## src/rtl/q100_tcm_router.sv

```systemverilog
// Memory router for the q100 EXU load/store port. Decodes each request to the internal TCM
// (fixed 1-cycle response) or to an external req/ack bus with an optional timeout.
module q100_tcm_router #(
  parameter int DATA_WIDTH    = 32,
  parameter int BANK          = 4,
  parameter int ADDR_WIDTH    = 16,
  parameter int INT_ADDR_BITS = 12,
  parameter int INT_BASE      = 0,
  parameter int EXT_EN        = 1,
  parameter int TIMEOUT       = 64
) (
  input  logic                     clk,
  input  logic                     rst,
  input  logic                     req_valid_i,
  output logic                     req_ready_o,
  input  logic [ADDR_WIDTH-1:0]    req_addr_i,
  input  logic [BANK-1:0]          req_we_i,
  input  logic [DATA_WIDTH-1:0]    req_wdata_i,
  output logic                     rsp_valid_o,
  output logic [DATA_WIDTH-1:0]    rsp_rdata_o,
  output logic                     rsp_err_o,
  output logic [INT_ADDR_BITS-1:0] int_addr_o,
  output logic [BANK-1:0]          int_we_o,
  output logic [DATA_WIDTH-1:0]    int_wdata_o,
  input  logic [DATA_WIDTH-1:0]    int_rdata_i,
  output logic                     ext_req_o,
  output logic [ADDR_WIDTH-1:0]    ext_addr_o,
  output logic [BANK-1:0]          ext_we_o,
  output logic [DATA_WIDTH-1:0]    ext_wdata_o,
  input  logic                     ext_ack_i,
  input  logic [DATA_WIDTH-1:0]    ext_rdata_i,
  input  logic                     ext_err_i,
  output logic                     busy_o
);

  localparam int TAG_W = ADDR_WIDTH - INT_ADDR_BITS;
  localparam int CNT_W = (TIMEOUT > 0) ? $clog2(TIMEOUT + 1) : 1;
  localparam logic [CNT_W-1:0] CNT_LAST = CNT_W'((TIMEOUT > 0) ? TIMEOUT - 1 : 0);
  localparam logic [TAG_W-1:0] INT_TAG  = TAG_W'(INT_BASE);

  typedef enum logic {
    S_IDLE,
    S_EXT_WAIT
  } state_t;

  state_t                  r_state;
  logic                    r_ready;
  logic                    r_rsp_valid;
  logic                    r_rsp_int_rd;
  logic [DATA_WIDTH-1:0]   r_rsp_rdata;
  logic                    r_rsp_err;
  logic                    r_ext_req;
  logic [ADDR_WIDTH-1:0]   r_ext_addr;
  logic [BANK-1:0]         r_ext_we;
  logic [DATA_WIDTH-1:0]   r_ext_wdata;
  logic [CNT_W-1:0]        r_cnt;

  logic w_accept;
  logic w_is_int;
  logic w_timeout;
  logic w_ext_done;

  // r_ready is only ever high in S_IDLE, so an accept implies the FSM is idle.
  assign w_accept   = req_valid_i & r_ready;
  assign w_is_int   = (req_addr_i[ADDR_WIDTH-1:INT_ADDR_BITS] == INT_TAG);
  assign w_timeout  = (TIMEOUT != 0) && (r_cnt == CNT_LAST);
  assign w_ext_done = ext_ack_i | w_timeout;

  // NOTE: the TCM port is driven straight from the request so its sync read lands in the next cycle.
  assign int_addr_o  = req_addr_i[INT_ADDR_BITS-1:0];
  assign int_we_o    = (w_accept && w_is_int) ? req_we_i : '0;
  assign int_wdata_o = req_wdata_i;

  assign req_ready_o = r_ready;
  assign rsp_valid_o = r_rsp_valid;
  assign rsp_rdata_o = r_rsp_int_rd ? int_rdata_i : r_rsp_rdata;
  assign rsp_err_o   = r_rsp_err;
  assign ext_req_o   = r_ext_req;
  assign ext_addr_o  = r_ext_addr;
  assign ext_we_o    = r_ext_we;
  assign ext_wdata_o = r_ext_wdata;
  assign busy_o      = (r_state != S_IDLE);

  // NOTE: all state updates use non-blocking assignments so every flop samples pre-edge values.
  always_ff @(posedge clk or negedge rst) begin
    if (!rst) begin
      r_state      <= S_IDLE;
      r_ready      <= 1'b0;
      r_rsp_valid  <= 1'b0;
      r_rsp_int_rd <= 1'b0;
      r_rsp_rdata  <= '0;
      r_rsp_err    <= 1'b0;
      r_ext_req    <= 1'b0;
      r_ext_addr   <= '0;
      r_ext_we     <= '0;
      r_ext_wdata  <= '0;
      r_cnt        <= '0;
    end else begin
      r_rsp_valid  <= 1'b0;
      r_rsp_int_rd <= 1'b0;
      case (r_state)
        S_IDLE: begin
          r_ready <= 1'b1;
          if (w_accept) begin
            if (w_is_int) begin
              r_rsp_valid  <= 1'b1;
              r_rsp_int_rd <= (req_we_i == '0);
              r_rsp_rdata  <= '0;
              r_rsp_err    <= 1'b0;
            end else if (EXT_EN != 0) begin
              r_state     <= S_EXT_WAIT;
              r_ready     <= 1'b0;
              r_ext_req   <= 1'b1;
              r_ext_addr  <= req_addr_i;
              r_ext_we    <= req_we_i;
              r_ext_wdata <= req_wdata_i;
              r_cnt       <= '0;
            end else begin
              r_rsp_valid <= 1'b1;
              r_rsp_rdata <= '0;
              r_rsp_err   <= 1'b1;
            end
          end
        end
        S_EXT_WAIT: begin
          if (w_ext_done) begin
            // An ack in the timeout cycle takes priority; any error returns zero data.
            r_state     <= S_IDLE;
            r_ready     <= 1'b1;
            r_ext_req   <= 1'b0;
            r_rsp_valid <= 1'b1;
            r_rsp_err   <= ext_ack_i ? ext_err_i : 1'b1;
            r_rsp_rdata <= (ext_ack_i && !ext_err_i && (r_ext_we == '0)) ? ext_rdata_i : '0;
          end else begin
            r_cnt <= r_cnt + 1'b1;
          end
        end
        default: r_state <= S_IDLE;
      endcase
    end
  end

endmodule

```

## config.mk

```make
export PLATFORM = sky130hd
export DESIGN_NAME = q100_tcm_router
export DESIGN_NICKNAME = d
export VERILOG_FILES = /design/src/rtl/q100_tcm_router.sv
export SDC_FILE = /design/constraint.sdc
export NUM_CORES = 1
export LEC_CHECK = 0
export ABC_AREA = 0
export CAP_MARGIN = 30
export CORE_ASPECT_RATIO = 1.4
export CORE_MARGIN = 1
export CORE_UTILIZATION = 38
export DETAILED_ROUTE_END_ITERATION = 16
export GPL_ROUTABILITY_DRIVEN = 0
export GPL_TIMING_DRIVEN = 0
export PLACE_DENSITY = 0.76
export SETUP_SLACK_MARGIN = 0.5
export SLEW_MARGIN = 20
export SYNTH_ARGS = -nofsm -noshare
export SYNTH_HDL_FRONTEND = slang
export SYNTH_SLANG_ARGS = --single-unit
```

## constraint.sdc

```tcl
create_clock -name clk -period 2.2 [get_ports clk]
set_clock_uncertainty 0.2 [all_clocks]
set_input_delay 0.55 -clock clk [delete_from_list [all_inputs] [get_ports clk]]
set_output_delay 0.55 -clock clk [all_outputs]
set_load 0.1 [all_outputs]
```

==> flow_metrics.py, run 1 <==
metrics = {
    "finish": {
        "drive_above_1_share_pct": 61.2,
        "final_area_sq_mm": 0.0107,
        "seq_area_sq_mm": 0.00244,
        "multi_input_area_sq_mm": 0.00216,
        "post-route-util_pct": 93.2,
        "area_growth_pct": 137,
        "fin_nets": 892,
        "fill_cells": 299,
        "diodes": 0,
    },
    "detailed_routing": {
        "drc": 0,
        "postRouteAntennaNets": 0,
        "wl_met2_mm": 13.2,
        "top_layer": "met4",
        "drt_wl_total_mm": 24.3,
        "m1WireLength_mm": 7.89,
        "vias": 5058,
        "viasPerCell": 5.50,
        "drt_pre_antenna_iters": 6,
        "wire_per_inst_um": 26.5,
        "initialDrtViolationCount": 342,
        "wl_met3_mm": 2.06,
    },
    "placement": {
        "hpwl_mm": 11.4,
        "placed_area_sq_mm": 0.00762,
        "numPortBuffers": 257,
    },
    "critical_path": {
        "critPathMaxFanout": 8,
        "required_ps": 1450,
        "cp-start-kind": "flop",
        "crit_path_end_kind": "primary output",
        "worstSetupPathType": "reg -> out",
        "arrival_ps": 1590,
        "rr_worst_depth": 7,
    },
    "yosys": {
        "synth_seq_area_share_pct": 53.9,
        "yosys-top-cells-count": "153 x nand2_1, 97 x dfrtp_1, 48 x buf_4",
        "yosys-top-cells-area": "dfrtp_1 54%, nand2_1 13%, buf_4 8.0%",
        "synth_cell_type_count": 34,
        "synth_edf_count": 0,
        "synthArstFlopShare_pct": 100,
        "netlist_instances": 436,
        "synth_area_leader_cell": "dfrtp_1",
        "syn_area_per_cell_sq_um": 10.3,
        "synth_fp_nets": 558,
        "yosysMostFrequentCell": "nand2_1",
        "synth_top_area_share_pct": 53.9,
        "synth_warnings": 0,
        "synth_area_sq_mm": 0.00450,
        "synthFlopType": "dfrtp_1",
        "synth-seq-cells": 97,
    },
    "cts": {
        "worst_skew_pair.late_latency_ps": 350,
        "clk_pin_slew_ps": 70,
        "clock_path_buffers": 2,
        "root_buffer": "clkbuf_16",
        "cts-htree-levels": 3,
        "cts_tree": "done",
        "cts-buffers-inserted": 9,
        "clkSinkCount": 97,
    },
    "timing": {
        "rsz0062_at_grt": "true",
        "max_slew_margin_pct": 67.2,
        "worst_slew_pin_slew_ps": 492,
        "max_freq_ghz": 0.427,
        "period_share_pct": 106,
        "holdWs_ps": 205,
        "maxSlewViolCount": 0,
        "worst_slack_ps": -140,
        "post-route-min-period_ps": 2340,
        "setup_tns_ps": -4080,
        "finalHoldViolCount": 0,
        "setup_viol_count_final": 36,
    },
    "status": {
        "status": "complete, but fails checks",
        "violations": "setup timing",
    },
    "power_and_ir_drop": {
        "p_seq_share_pct": 20.4,
        "power_leakage_uw": 0.00519,
        "switchingPower_uw": 8610,
        "power_density_mw_per_mm2": 1530,
        "p_comb_share_pct": 67.9,
        "power_uw": 16300,
        "irDropWorstVdd_v": 0.00129,
        "pwr-share-clk_pct": 11.6,
        "sw_frac_of_total_pct": 52.8,
        "p_int_uw": 7710,
    },
    "floorplanning": {
        "die-area_sq_mm": 0.0123,
        "die_h_um": 131,
        "rows": 46,
        "core_sq_mm": 0.0115,
        "ios": 258,
        "die_width_um": 94.0,
        "start_util_pct": 39.3,
    },
    "global_route": {
        "grt_first_pass_wirelength_mm": 23.9,
        "grt_pass1_vias": 4435,
        "overflow": 0,
        "grt_max_degree": 50,
        "antenna_found_initial": 0,
        "grt_usage_pct": 26.0,
    },
    "job": {
        "maxCapViolCount": 0,
    },
    "min_path": {
        "worstHoldPathCells": 3,
        "hold_path.class": "in -> reg",
    },
}
[layout make-up]
type                            count  share of cell area, %
Timing Repair Buffer              323                   43.6
Clock inverter                      6                   1.06
Multi-Input combinational cell    264                   20.2
Buffer                             68                   8.02
Clock buffer                       10                   2.24
Inverter                            7                  0.246
Tap cell                          144                   1.69
Sequential cell                    97                   22.9
[power by group through the flow]
stage               Combinational, uW  Clock (uW)  Sequential (uW)
global placement                 8130           0             2870
finish                          11100        1900             3330
floorplan                        2360           0             6670
CTS                              8730        1850             2940
global route                    11300        1970             3360
detailed placement               8260           0             2900
[cells by family (layout without fill, tap and decap cells)]
| family | count (synthesis) | count (layout) | synth area share (%) |
|---|---|---|---|
| mux | 33 | 33 | 8.23 |
| compound gates | 50 | 50 | 9.43 |
| simple gates | 180 | 180 | 16.6 |
| fa+ha+maj | 1 | 1 | 0.278 |
| flops | 97 | 97 | 53.9 |
| buf+inv | 75 | 414 | 11.5 |
[final timing paths]
path,startpoint,endpoint,slack (ps)
worst max-delay path,r_rsp_int_rd,rsp_rdata_o[14],-140
worst min-delay path,req_wdata_i[31],ext_wdata_o[31],200
worst max register to register,r_cnt[1],r_rsp_rdata[2],90
worst min register to register,r_rsp_rdata[4],r_rsp_rdata[4],320
max in group asynchronous,rst,ext_we_o[3],620
min in group asynchronous,rst,r_rsp_rdata[17],520
[timing repair]
action | CTS | global route
gates resized for setup | 1164 | 527
hold buffers | 1 | 0
hold endpoints to repair | 48 | 0
cloned | 0 | 13
pin swaps | 2 | 64
setup buffers | 4 | 46
endpoints found under the setup margin | 233 | 198
[layer usage]
layer | GRT usage (%) | up-vias
met2 | 48.3 | 349
li1 | - | 2087
met3 | 7.06 | 102
met1 | 27.7 | 2520
met4 | 10.3 | 0
met5 | 0 | -
[worst max-delay path, cell delays in order (launching register included)]
cell and delay, ps:
dfrtp_1 410, buf_12 170, clkbuf_16 160, mux2_4 330, buf_12 170
[flip-flops by register name (all words and copies together) (netlist names), 4 cells and up]
signal / cells
r_rsp_rdata: 32
ext_wdata_o: 32
ext_we_o: 4
ext_addr_o: 16
r_cnt: 7
[through the flow]
stage | instances | worst slack (ps)
after floorplan | 436 | 36.7
after global placement | 837 | -3790
after detailed placement | 839 | -1550
after CTS | 860 | -90.5
after global routing | 919 | -161
final | 919 | -140
[cell usage in the layout (no fill, tap or decap), types with 19 or more instances in the layout]
cell type	n
mux2_4	32
nand2_1	78
nand2_2	44
clkdlybuf4s50_1	67
buf_12	141
clkbuf_16	19
a22o_1	35
buf_6	91
buf_4	35
dfrtp_1	91
nand2_4	31
Power figures use the tool's default switching activity.
==> run 2, diff against run 1 <==
Clock period 2.2 ns to 2.6 ns, I/O delays scaled along.
==> flow_metrics.py, run 2 (synthesis results as in run 1) <==
metrics = {
    "floorplanning": {
        "die_width_um": 94.0,
        "ios": 258,
        "die-area_sq_mm": 0.0123,
        "die_h_um": 131,
        "core_sq_mm": 0.0115,
        "start_util_pct": 39.3,
        "rows": 46,
    },
    "critical_path": {
        "cp_num_buf_inv": 2,
        "worstSetupPathType": "in -> out",
        "rr_worst_depth": 6,
        "slowest_stage": "nor4_4",
        "required_ps": 1750,
        "max_stage_delay_ps": 290,
        "path_delay_family": "simple AND/OR/NAND/NOR gates",
        "critical_path.cell_chain": "buf_8 -> nor4_4 -> and3_4 -> and2_4 -> buf_12",
        "critPathMaxFanout": 4,
        "cp-start-kind": "input port",
        "arrival_ps": 1600,
        "crit_path_end_kind": "primary output",
        "path_depth": 5,
    },
    "timing": {
        "maxSlewViolCount": 0,
        "post-route-min-period_ps": 2450,
        "setup_viol_count_final": 0,
        "setup_tns_ps": 0,
        "worst_slack_ps": 150,
        "max_freq_ghz": 0.408,
        "finalHoldViolCount": 0,
        "max_slew_margin_pct": 62.9,
        "holdWs_ps": 8.92,
        "worst_slew_pin_slew_ps": 558,
        "period_share_pct": 94.2,
        "rsz0062_at_grt": "true",
    },
    "finish": {
        "fin_nets": 835,
        "drive_above_1_share_pct": 39.5,
        "area_growth_pct": 88.6,
        "final_common_cell": "nand2_1",
        "fill_cells": 755,
        "final_cell_mix": "152 x nand2_1, 92 x dfrtp_1, 83 x buf_12, 59 x clkdlybuf4s50_1, 54 x dlygate4sd2_1",
        "diodes": 0,
        "multi_input_area_sq_mm": 0.00174,
        "post-route-util_pct": 74.1,
        "seq_area_sq_mm": 0.00244,
    },
    "power_and_ir_drop": {
        "power_density_mw_per_mm2": 1240,
        "power_leakage_uw": 0.00426,
        "irDropWorstVdd_v": 0.000975,
        "power_uw": 10600,
    },
    "cts": {
        "hold_buffers": 0,
        "clk_pin_slew_ps": 60,
        "clkSinkCount": 97,
        "clock_path_buffers": 2,
        "cts-buffers-inserted": 9,
        "root_buffer": "clkbuf_16",
        "cts_tree": "done",
        "worst_skew_pair.late_latency_ps": 330,
        "cts-htree-levels": 3,
    },
    "placement": {
        "pre_cts_slack_ps": -1250,
        "numPortBuffers": 257,
        "hpwl_mm": 10.6,
    },
    "detailed_routing": {
        "viasPerCell": 4.89,
        "initialDrtViolationCount": 113,
        "drt_wl_total_mm": 15.1,
        "drc": 0,
        "vias": 4212,
        "wire_per_inst_um": 17.5,
        "drt_pre_antenna_iters": 4,
        "postRouteAntennaNets": 0,
    },
    "global_route": {
        "grt_usage_pct": 23.8,
        "grt_pass1_vias": 4314,
        "antenna_found_initial": 0,
        "grt_max_degree": 61,
        "grt_first_pass_wirelength_mm": 22.2,
        "overflow": 0,
    },
    "min_path": {
        "hold_path.class": "in -> async",
    },
    "status": {
        "status": "complete, no violations",
    },
    "job": {
        "maxCapViolCount": 0,
    },
}
run 2: changes by cell type in the layout (fill, tap and decap cells not counted), moves of 27 or more:
| cell | change |
|---|---|
| nand2_1 | +74 |
| nand2_2 | -43 |
| dlygate4sd2_1 | +51 |
| buf_12 | -58 |
| buf_2 | +27 |
| buf_6 | -72 |
| nand2_4 | -31 |
run 2: cell type report:
| type | instances | area share, % |
|---|---|---|
| plain buffers | 68 | 7.14 |
| clock inverters | 3 | 0.501 |
| inverters | 7 | 0.310 |
| flip-flops and latches | 97 | 28.7 |
| multi-input cells | 264 | 20.5 |
| well taps | 144 | 2.12 |
| repair buffers | 266 | 37.8 |
| clock buffers | 12 | 2.90 |
run 2: metrics by stage:
stage,area [sq um],std cells
floorplan,4650,436
global placement,7410,837
detailed placement,7460,839
CTS,8500,857
global route,8490,861
finish,8490,861
run 2: timing repair:
action                     4_1_cts  5_1_grt
resized for setup             1013       71
setup buffers                    3        1
setup endpoints to repair      221      120
pin swaps                        2        2
gates cloned                     0        3
run 2: power by group:
part / switching, uW / internal, uW / leakage [uW] / total, uW
clock: 534 / 766 / 0.000139 / 1300
sequential: 330 / 2080 / 0.00125 / 2410
combinational: 5310 / 1540 / 0.00288 / 6850
total: 6170 / 4390 / 0.00426 / 10600
run 2: worst register-to-register path, stage by stage (launching register included):
cell and delay, ps:
dfrtp_1 390, ha_1 250, nand4_1 170, o31ai_4 320, a21oi_4 120, buf_6 170, a22o_1 250
run 2: path summary, 6_finish.rpt:
check | endpoint | slack (ps) | start
min in group clk | ext_wdata_o[9] | 270 | ext_wdata_o[9]
worst min register to register | ext_wdata_o[9] | 270 | ext_wdata_o[9]
worst max-delay path | int_we_o[3] | 150 | req_addr_i[14]
worst max register to register | r_rsp_rdata[11] | 620 | r_cnt[0]
worst min-delay path | r_rsp_rdata[18] | 9 | rst
max in group asynchronous | busy_o | 1550 | rst
run 2: routing by layer:
| metal | track usage [%] | share of wire (%) | vias up |
|---|---|---|---|
| met4 | 9.95 | 2.7 | 0 |
| met2 | 43.8 | 56 | 176 |
| li1 | - | - | 1963 |
| met5 | 0 | 0 | - |
| met3 | 5.21 | 6.4 | 32 |
| met1 | 26.1 | 35 | 2041 |
